## src/rtl/dig_display_arbiter.sv

```systemverilog
// Fixed-priority arbiter that shares the 8-digit display between three
// requesters, with a minimum hold before preemption and an optional maximum
// hold that forces rotation. All hold limits are counted in tick strobes.
module dig_display_arbiter #(
    parameter logic [7:0]  MIN_HOLD     = 8'd50,
    parameter logic [7:0]  MAX_HOLD     = 8'd250,
    parameter logic [31:0] IDLE_PATTERN = 32'h0000_0000
) (
    input  logic        clk,
    input  logic        rst,
    input  logic        tick,
    input  logic [2:0]  req,
    input  logic [31:0] data0,
    input  logic [31:0] data1,
    input  logic [31:0] data2,
    output logic [2:0]  gnt,
    output logic [1:0]  owner,
    output logic [3:0]  num0,
    output logic [3:0]  num1,
    output logic [3:0]  num2,
    output logic [3:0]  num3,
    output logic [3:0]  num4,
    output logic [3:0]  num5,
    output logic [3:0]  num6,
    output logic [3:0]  num7
);

    typedef enum logic [1:0] {S_IDLE, S_OWN, S_GAP} state_t;

    state_t      state_q, state_d;
    logic [2:0]  gnt_q, gnt_d;
    logic [1:0]  owner_q, owner_d;
    logic [31:0] num_q, num_d;
    logic [7:0]  min_cnt_q, min_cnt_d;
    logic [7:0]  max_cnt_q, max_cnt_d;
    logic [2:0]  rot_mask_q, rot_mask_d;

    logic [2:0]  cand;
    logic [1:0]  pick;
    logic [31:0] owner_data;
    logic        grant, leave;

    // Arbitration pick: skip requesters that just timed out unless nobody else wants it
    always_comb begin
        cand = req & ~rot_mask_q;
        if (cand == 3'b000) cand = req;
        if (cand[0])      pick = 2'd0;
        else if (cand[1]) pick = 2'd1;
        else              pick = 2'd2;
    end

    // Live data of the current owner
    always_comb begin
        case (owner_q)
            2'd0:    owner_data = data0;
            2'd1:    owner_data = data1;
            2'd2:    owner_data = data2;
            default: owner_data = num_q;
        endcase
    end

    // Next-state, grant and counter logic
    always_comb begin
        state_d    = state_q;
        gnt_d      = gnt_q;
        owner_d    = owner_q;
        num_d      = num_q;
        min_cnt_d  = min_cnt_q;
        max_cnt_d  = max_cnt_q;
        rot_mask_d = rot_mask_q;
        grant      = 1'b0;
        leave      = 1'b0;

        case (state_q)
            S_IDLE: begin
                num_d = IDLE_PATTERN;
                if (req != 3'b000) grant = 1'b1;
            end
            S_GAP: begin
                // num keeps its last value through the gap
                if (req != 3'b000) grant = 1'b1;
                else               state_d = S_IDLE;
            end
            S_OWN: begin
                num_d = owner_data;
                if ((req & gnt_q) == 3'b000) begin
                    leave = 1'b1;
                end else if (MAX_HOLD != 8'd0 && max_cnt_q == 8'd0) begin
                    leave      = 1'b1;
                    rot_mask_d = rot_mask_q | gnt_q;
                end else if (min_cnt_q == 8'd0 && (req & (gnt_q - 3'd1)) != 3'b000) begin
                    // gnt-1 masks exactly the higher-priority (lower-index) bits
                    leave = 1'b1;
                end else if (tick) begin
                    if (min_cnt_q != 8'd0) min_cnt_d = min_cnt_q - 8'd1;
                    if (MAX_HOLD != 8'd0 && max_cnt_q != 8'd0) max_cnt_d = max_cnt_q - 8'd1;
                end
            end
            default: state_d = S_IDLE;
        endcase

        if (grant) begin
            state_d    = S_OWN;
            gnt_d      = 3'b001 << pick;
            owner_d    = pick;
            min_cnt_d  = MIN_HOLD;
            max_cnt_d  = MAX_HOLD;
            rot_mask_d = 3'b000;
        end
        if (leave) begin
            state_d = S_GAP;
            gnt_d   = 3'b000;
            owner_d = 2'd3;
        end
    end

    // State registers with synchronous reset
    always_ff @(posedge clk) begin
        if (rst) begin
            state_q    <= S_IDLE;
            gnt_q      <= 3'b000;
            owner_q    <= 2'd3;
            num_q      <= IDLE_PATTERN;
            min_cnt_q  <= 8'd0;
            max_cnt_q  <= 8'd0;
            rot_mask_q <= 3'b000;
        end else begin
            state_q    <= state_d;
            gnt_q      <= gnt_d;
            owner_q    <= owner_d;
            num_q      <= num_d;
            min_cnt_q  <= min_cnt_d;
            max_cnt_q  <= max_cnt_d;
            rot_mask_q <= rot_mask_d;
        end
    end

    assign gnt   = gnt_q;
    assign owner = owner_q;
    assign num0  = num_q[3:0];
    assign num1  = num_q[7:4];
    assign num2  = num_q[11:8];
    assign num3  = num_q[15:12];
    assign num4  = num_q[19:16];
    assign num5  = num_q[23:20];
    assign num6  = num_q[27:24];
    assign num7  = num_q[31:28];

endmodule
```

## config.mk

```make
export PLATFORM = sky130hd
export DESIGN_NAME = dig_display_arbiter
export DESIGN_NICKNAME = d
export VERILOG_FILES = /design/src/rtl/dig_display_arbiter.sv
export SDC_FILE = /design/constraint.sdc
export NUM_CORES = 1
export LEC_CHECK = 0
export CORE_MARGIN = 3
export CORE_UTILIZATION = 41
export CTS_BUF_LIST = sky130_fd_sc_hd__clkbuf_16
export CTS_CLUSTER_DIAMETER = 150
export DETAILED_ROUTE_END_ITERATION = 8
export PLACE_DENSITY = 0.78
export SYNTH_ARGS = -nofsm -noshare
export SYNTH_HDL_FRONTEND = slang
export SYNTH_SLANG_ARGS = --single-unit
export TNS_END_PERCENT = 1
```

## constraint.sdc

```tcl
create_clock -name clk -period 3 [get_ports clk]
set_clock_uncertainty 0.05 [all_clocks]
set_input_delay 0.45 -clock clk [delete_from_list [all_inputs] [get_ports clk]]
set_output_delay 0.45 -clock clk [all_outputs]
set_load 0.005 [all_outputs]
```

# Word-level counts from Yosys, hierarchy flattened

Index checks and enable logic that the tools add are counted.

Flip-flop bits (word level): 58
Bits of input ports: 102
Output and inout bits: 37
Word-level logic and storage cells: 91

$add $sub $neg: 3
Equality and inequality tests: 12
Shift operators: 1
Mux-type cells: 29
Bitwise operators: 8
Reduce and logical (&&, ||, !) cells: 28

Operators by type and width:

| cell                                                  | number |
|---|---|
| one-hot mux 32 bit (3 select lines)                   | 1 |
| one-hot mux 32 bit (2 select lines)                   | 1 |
| two-way mux 8 bit                                     | 7 |
| two-way mux 6 bit                                     | 7 |
| AND reduction 6 bit                                   | 4 |
| zero test 8 bit                                       | 2 |
| nonzero test 8 bit                                    | 2 |
| subtractor 8 x 1 -> 8 bit, second input constant      | 2 |
| two-way mux 2 bit                                     | 6 |
| nonzero test 2 bit                                    | 5 |
| bitwise AND 3 bit                                     | 3 |
| OR reduction 2 bit                                    | 4 |
| zero test 3 bit                                       | 2 |
| two-way mux 1 bit                                     | 6 |
| inequality test 2 bit, second input constant          | 3 |
| AND reduction 2 bit                                   | 3 |
| nonzero test 3 bit                                    | 2 |
| == test 2 x 1 -> 1 bit, second input constant         | 2 |
| == test 2 bit, second input constant                  | 2 |
| zero test 2 bit                                       | 2 |
| inequality test 4 x 1 -> 1 bit, second input constant | 1 |
| inequality test 4 bit, second input constant          | 1 |
| one-hot mux 2 bit (2 select lines)                    | 1 |
| inequality test 3 x 1 -> 1 bit, second input constant | 1 |
| 9 further kinds                                       | 11 |

# Longest topological paths before layout

Gate-level depths: netlist (run 1).

Depth after elaboration: 10
Gate-level depth with buffers: 8

# Worst setup path before layout (run 1)

Ideal clock, no wire load.

Kind: register -> register
From: register gnt_q[0] (netlist: gnt[0])
To: register max_cnt_q[4]
Setup time: 0.121 ns
Data arrival time: 1.985 ns
Data required time: 2.829 ns
Path slack: 0.844 ns
Stages on the path, launching flop included: 8
Period minus slack after synthesis: 2.156 ns
Cells stage by stage: dfxtp_1 -> inv_1 -> ha_1 -> inv_1 -> a222oi_1 -> o211ai_2 -> nor3_2 -> mux2_2

Word-level cells in the longest chain between the ends: 6

Ends and longest elaborated chain:

| what                                   | RTL line | text |
|---|---|---|
| start: declaration                     | 31       | `logic [2:0] gnt_q, gnt_d;` |
| start signal: assignment               | 129      | `gnt_q <= gnt_d;` |
| subtractor 3 x 1 -> 3 bit              | 91       | `end else if (min_cnt_q == 8'd0 && (req & (gnt_q - 3'd1)) != 3'b000) begin` |
| bitwise AND 3 bit                      | 91       |  |
| nonzero test 3 bit                     | 91       |  |
| logical AND 1 bit                      | 91       |  |
| inequality test 2 bit (no source line) | n/a      |  |
| AND reduction 6 bit (no source line) * | n/a      |  |
| end signal: assignment                 | 133      | `max_cnt_q <= max_cnt_d;` |
| end: declaration                       | 35       | `logic [7:0] max_cnt_q, max_cnt_d;` |

Every way passes the cells marked *; elsewhere a longest branch is shown, timed or not.
A chain may end at the register's enable or synchronous reset.

# Worst setup path in the final report (run 1)

From: register gnt_q[0] (netlist: gnt[0])
To: register owner_q[0] (netlist: owner[0])

Word-level cells in the longest chain between the ends: 9

Ends and longest elaborated chain:

| what                                  | RTL line | text |
|---|---|---|
| subtractor 3 x 1 -> 3 bit             | 91       |  |
| bitwise AND 3 bit                     | 91       |  |
| nonzero test 3 bit                    | 91       |  |
| logical AND 1 bit                     | 91       |  |
| two-way mux 1 bit                     | 91       |  |
| two-way mux 1 bit                     | 88       | `end else if (MAX_HOLD != 8'd0 && max_cnt_q == 8'd0) begin` |
| two-way mux 1 bit *                   | 86       | `if ((req & gnt_q) == 3'b000) begin` |
| two-way mux 1 bit *                   | 74       | `case (state_q)` |
| OR reduction 2 bit (no source line) * | n/a      |  |
| end signal: assignment                | 130      | `owner_q <= owner_d;` |
| end: declaration                      | 32       | `logic [1:0] owner_q, owner_d;` |

Marked as above.

==> flow_summary_export.csv, run 1 <==
group,metric,value,unit
synthesis,synth_nets,490,
drt,drtAntennaViolNets,0,
clock_network,cts_tree,"built",
pwr,power_frac_clock,0.395,
pwr,power_frac_comb,0.255,
finish,nNetsFinal,618,
setup_path,cpLargestDelayFamily,"compound AO/OA/AOI/OAI gates",
finish,fillers,593,
clock_network,root_buffer,"clkbuf_16",
sta,setup_viol,0,
sta,hold_viol_final,0,
placed_design,dpl.hpwl,7000,um
clock_network,clk_pin_slew_worst_paths,0.05,ns
grt,grt_start_max_net_pins,38,
sta,rsz0062_at_grt,"no",
setup_path,crit_arrival,2.41,ns
finish,final_cell_mix,"clkdlybuf4s50_1, nor2_1, a22oi_1, dfxtp_1, a21oi_1",
die,rows,30,
sta,min_period_over_period,0.759,
setup_path,crit_path_start_kind,"flop",
synthesis,synth_edf_count,0,
clock_network,clock_sinks,58,
sta,layout_min_cycle_time,2.28,ns
synthesis,synthTopCellsByArea,"dfxtp_1, a22oi_1, nor2_1, a21oi_1, clkbuf_1",
placed_design,port_buffers,138,
setup_path,critical_path_class,"flop to flop",
clock_network,postCtsResizedCells,0,
synthesis,yosysWarnings,0,
pwr,p_per_area,509,nW/um2
sta,hold-worst-slack,0.452,ns
grt,overflow,0,
grt,grt_pass1_vias,3257,
drt,drtPass1Iterations,5,
clock_network,clk_path_buf_depth,2,
clock_network,cts_setup_buffers,0,
pwr,p_seq_frac,0.350,
placed_design,place.gp.congestion,0.818,
synthesis,yosysUniqueCellTypes,44,
die,start_util,0.433,
finish,drive_above_1_share,0.0645,
clock_network,cts_hold_buf,0,
pwr,p_leak,1.74,nW
setup_path,worst-path-max-fanout,5,
grt,global_route.usage.total,0.226,
setup_path,slowest_delay,0.61,ns
grt,grt_antenna_before_repair,0,
finish,fin_util,0.682,
hold_path,hold_class,"flop to flop",
setup_path,worstPathCellList,"inv_1 -> ha_1 -> inv_1 -> a222oi_1 -> o21ai_0 -> a21oi_1 -> o211ai_1",
placed_design,dpl-instance-area,4480,um2
setup_path,cp_common_cell,"inv_1",
drt,finalWirelength,9460,um
sta,worstMarginPinSlew,0.679,ns
finish,syn_to_final_growth,57.5,%
synthesis,ys_ff_latch,58,
clock_network,cts_inserted_buffers,9,
finish,diodes,0,
die,io_pins,139,
die,dieArea,8430,um2
run_status,status,"finished, final reports clean",
clock_network,htreeDepth,3,
flow_run,max_cap_violations,0,
die,dieWidth,91.8,um
setup_path,required,3.13,ns
drt,viasPerCell,5.34,
drt,drc,0,
pwr,p_int,0.00175,W
die,coreArea,6980,um2
die,die_h,91.8,um
synthesis,yosysSeqAreaShare,0.384,
synthesis,synthArstFlopShare,0,
setup_path,end_kind,"flop",
synthesis,syn_inst,380,
synthesis,syn_area_per_cell,7.95,um2
synthesis,synthFlopType,"dfxtp_1",
setup_path,crit_slowest_cell,"a222oi_1",
finish,fin_area,4760,um2
drt,via_count,3246,
synthesis,yosysTopAreaCell,"dfxtp_1",
pwr,p_sw,0.000673,W
setup_path,critPathBufInv,2,
finish,final_common_cell,"clkdlybuf4s50_1",
synthesis,yosysTopAreaCellShare,0.384,
sta,slew_viol_final,0,
sta,relSlewSlack,0.548,
sta,max_freq,439,MHz
grt,grt_pass1_wl,15300,um
drt,drtIter0Drc,133,
pwr,switching_share,0.278,
pwr,ir_drop,0.254,mV
synthesis,netlist_area,3020,um2
drt,wire_per_inst,15.6,um
clock_network,clock_latency,0.32,ns
sta,finalSetupTns,0,ns
cell usage after synthesis (all sizes together) (2+ instances only):
library cell	instances
o31ai	3
o211ai	4
a21oi	45
nand3	5
or4	3
nand3b	2
nand2b	3
a211oi	2
xor2	5
a22oi	65
a31oi	2
clkbuf	27
or2	3
nor3b	2
a311oi	2
a222oi	2
nor2b	4
nor2	85
nand2	11
o21ai	2
ha	8
a21o	3
inv	11
nor4	4
nor3	5
xnor2	3
nand4	2
dfxtp	58
cells by family (layout without fill, tap and decap cells):
| kind of cell | after synthesis | after routing | synth area share |
|---|---|---|---|
| flip-flops | 58 | 58 | 0.384 |
| adder cells (fa/ha/maj) | 8 | 8 | 0.0331 |
| multiplexers | 1 | 1 | 0.00373 |
| buffers and inverters | 39 | 171 | 0.0485 |
| AND/OR/NAND/NOR | 133 | 133 | 0.208 |
| AO/OA/AOI/OAI | 133 | 133 | 0.299 |
| XOR/XNOR | 8 | 8 | 0.0232 |
path summary, 6_finish.rpt:
check | slack, ns | from | endpoint | cells after the start
setup / recovery | 0.72 | gnt[0] | owner[0] | 7
hold / removal | 0.45 | rot_mask_q[2] | rot_mask_q[2] | 2
setup reg to reg | 0.72 | gnt[0] | owner[0] | 7
hold reg to reg | 0.45 | rot_mask_q[2] | rot_mask_q[2] | 2
layer usage:
layer | GRT usage | share of wire
met1 | 0.249 | 0.41
met5 | 0 | 0
met3 | 0.0845 | 0.069
met4 | 0.0792 | 0.023
met2 | 0.396 | 0.50
stage by stage:
step                setup slack [ns]  power, W  cells
floorplan                      0.844   0.00120    380
global placement               0.599   0.00146    593
detailed placement             0.531   0.00148    593
CTS                            0.752   0.00243    608
global route                   0.471   0.00253    608
finish                         0.722   0.00242    608
state kept, by name, indices dropped and copies added, names as in the netlist:
register    count
max_cnt_q       8
rot_mask_q      3
owner           2
min_cnt_q       8
state_q         2
num_q          32
gnt             3
worst register-to-register path, cell delays in order (launching register included):
cell and delay, ns:
dfxtp_1 0.39, inv_1 0.08, ha_1 0.29, inv_1 0.04, a222oi_1 0.61, o21ai_0 0.31, a21oi_1 0.25, o211ai_1 0.13
cell type report:
type                            instances  area [um2]  area share
Multi-Input combinational cell        283        1720       0.361
Tap cell                               96         120      0.0252
Sequential cell                        58        1160       0.244
Clock buffer                            9         225      0.0473
Clock inverter                          6        51.3      0.0108
Timing Repair Buffer                  145        1440       0.303
Inverter                               11        41.3     0.00868
power groups by stage:
stage               combinational (W)  clock, W  sequential (W)
CTS                          0.000621  0.000967        0.000846
global placement             0.000603         0        0.000859
global route                 0.000682   0.00100        0.000851
detailed placement           0.000616         0        0.000860
floorplan                    0.000339         0        0.000856
finish                       0.000618  0.000956        0.000846
Note: power is estimated with default switching activity, not from simulation.
==> inputs of run 2 (changes only) <==
==> constraint.sdc (replaced) <==
create_clock -name clk -period 2.1 [get_ports clk]
set_clock_uncertainty 0.05 [all_clocks]
set_input_delay 0.315 -clock clk [delete_from_list [all_inputs] [get_ports clk]]
set_output_delay 0.315 -clock clk [all_outputs]
set_load 0.005 [all_outputs]
==> flow_summary_export.csv, run 2 (synthesis results as in run 1) <==
group,metric,value,unit
grt,use_met3,0.0722,
placed_design,dpl.hpwl,7270,um
die,die_h,91.8,um
drt,via_count,3352,
run_status,status,"finished, final reports clean",
die,rows,30,
die,dieArea,8430,um2
grt,overflow,0,
placed_design,post-place-cells,605,
placed_design,port_buffers,138,
pwr,p_seq_frac,0.357,
setup_path,end_kind,"flop",
setup_path,reg2reg_slack,0.09,ns
grt,grt_pass1_wl,15600,um
flow_run,max_cap_violations,0,
hold_path,hold_path_depth,2,
sta,hold-worst-slack,0.388,ns
drt,drtPass1Iterations,9,
die,dieWidth,91.8,um
hold_path,hp-start,"rst",
setup_path,reg2reg_depth,8,
setup_path,reg2reg_from,"max_cnt_q[0]",
pwr,ir_drop,0.502,mV
finish,stdcell_count,622,
pwr,p_per_area,697,nW/um2
finish,largest_register_ffs,32,
pwr,p_int,0.00241,W
finish,multiInputGateArea,1720,um2
die,coreArea,6980,um2
placed_design,place.gp.congestion,0.820,
drt,drc,0,
sta,min_period_over_period,0.956,
finish,diodes,0,
sta,layout_min_cycle_time,2.01,ns
pwr,p_sw,0.000980,W
grt,met1_usage,0.260,
finish,top_register,"num_q",
sta,rsz0062_at_grt,"yes",
pwr,power_frac_comb,0.271,
setup_path,r2r-end,"min_cnt_q[5]",
grt,top_usage_layer,"met2",
sta,final.setup.worst_slack,0.0928,ns
clock_network,cts_inserted_buffers,9,
grt,grt_pass1_vias,3328,
sta,hold_viol_final,0,
sta,setup_viol,0,
sta,worstMarginPinSlew,0.613,ns
finish,largestRegisters,"num_q x32, max_cnt_q x8, min_cnt_q x8",
sta,relSlewSlack,0.588,
sta,slew_viol_final,0,
setup_path,crit_path_start_kind,"flop",
grt,grt.met2_usage,0.402,
finish,syn_to_final_growth,60.9,%
clock_network,clock_sinks,58,
finish,nNetsFinal,631,
setup_path,crit_arrival,2.19,ns
pwr,power_frac_clock,0.373,
clock_network,clock_latency,0.32,ns
drt,finalWirelength,9720,um
sta,max_freq,498,MHz
hold_path,hold_class,"primary input to flop",
grt,grt_start_max_net_pins,65,
die,start_util,0.433,
clock_network,root_buffer,"clkbuf_16",
setup_path,required,2.29,ns
clock_network,clk_path_buf_depth,2,
drt,wire_per_inst,15.6,um
drt,drtIter0Drc,126,
die,io_pins,139,
pwr,switching_share,0.289,
grt,grt_antenna_before_repair,0,
finish,drive_above_1_share,0.0913,
grt,global_route.usage.total,0.228,
pwr,p_leak,1.79,nW
setup_path,worst-path-max-fanout,8,
finish,final_cell_mix,"clkdlybuf4s50_1, nor2_1, a22oi_1, dfxtp_1, a21oi_1",
finish,regArea,1160,um2
finish,fillers,574,
clock_network,clk_pin_slew_worst_paths,0.05,ns
clock_network,htreeDepth,3,
hold_path,holdPathEnd,"min_cnt_q[4]",
setup_path,crit_start,"max_cnt_q[0]",
placed_design,place_ws,-0.101,ns
setup_path,critical_path_class,"flop to flop",
drt,viasPerCell,5.39,
finish,final_common_cell,"clkdlybuf4s50_1",
drt,drtAntennaViolNets,0,
clock_network,cts_tree,"built",
-- run 2: changes by cell type in the layout (fill, tap and decap cells not counted), sizes merged --
cell | before | now
inv | 13 | 11
clkbuf | 9 | 10
clkinvlp | 0 | 2
clkinv | 3 | 5
buf | 8 | 20
bufinv | 1 | 0
-- run 2: critical path, cell delays in order, from the launching register on --
cell     delay (ns)
dfxtp_1        0.33
inv_1          0.08
ha_1           0.20
nor3b_1        0.13
buf_4          0.15
a21oi_4        0.23
nand3_1        0.14
or4_1          0.44
a31oi_1        0.19
-- run 2: power groups by stage --
stage | clock [W] | combinational, W | sequential (W)
after floorplan | 0 | 0.000484 | 0.00122
after global placement | 0 | 0.000893 | 0.00123
after detailed placement | 0 | 0.000911 | 0.00123
after CTS | 0.00129 | 0.000916 | 0.00121
after global routing | 0.00134 | 0.00101 | 0.00122
final | 0.00126 | 0.000917 | 0.00121
-- run 2: how the worst max path moves through the flow --
stage / to / slack (ns) / cells past startpoint
after CTS: min_cnt_q[5] / 0.07 / 8
final: min_cnt_q[5] / 0.09 / 8
after floorplan: max_cnt_q[4] / 0.02 / 7
after detailed placement: min_cnt_q[5] / -0.10 / 7
after global routing: max_cnt_q[4] / -0.002 / 8
after global placement: min_cnt_q[4] / -0.01 / 7
-- run 2: layer usage --
layer,up-vias,wire length (um)
met3,11,722
met4,0,123
li1,1656,-
met1,1581,3890
met5,-,0
met2,104,4990
-- run 2: layout make-up --
class,count,area share
multi-input combinational,283,0.354
timing repair buffer,158,0.319
sequential,58,0.240
clock buffer,9,0.0463
tap,96,0.0247
inverter,11,0.00849
clock inverter,7,0.00746
-- run 2: what timing repair did --
action	CTS	global route
hold buffers	0	0
buffers inserted	0	1
hold endpoints to repair	0	0
resized for setup	0	2
setup endpoints to repair	0	4
-- run 2: metrics by stage --
step | total power [W] | util | area (um2) | setup TNS (ns)
final | 0.00339 | 0.696 | 4860 | 0
after global routing | 0.00357 | 0.696 | 4860 | -0.00351
after CTS | 0.00341 | 0.694 | 4850 | 0
after detailed placement | 0.00214 | 0.657 | 4590 | -0.255
after global placement | 0.00212 | 0.657 | 4590 | -0.0119
after floorplan | 0.00171 | - | 3020 | 0
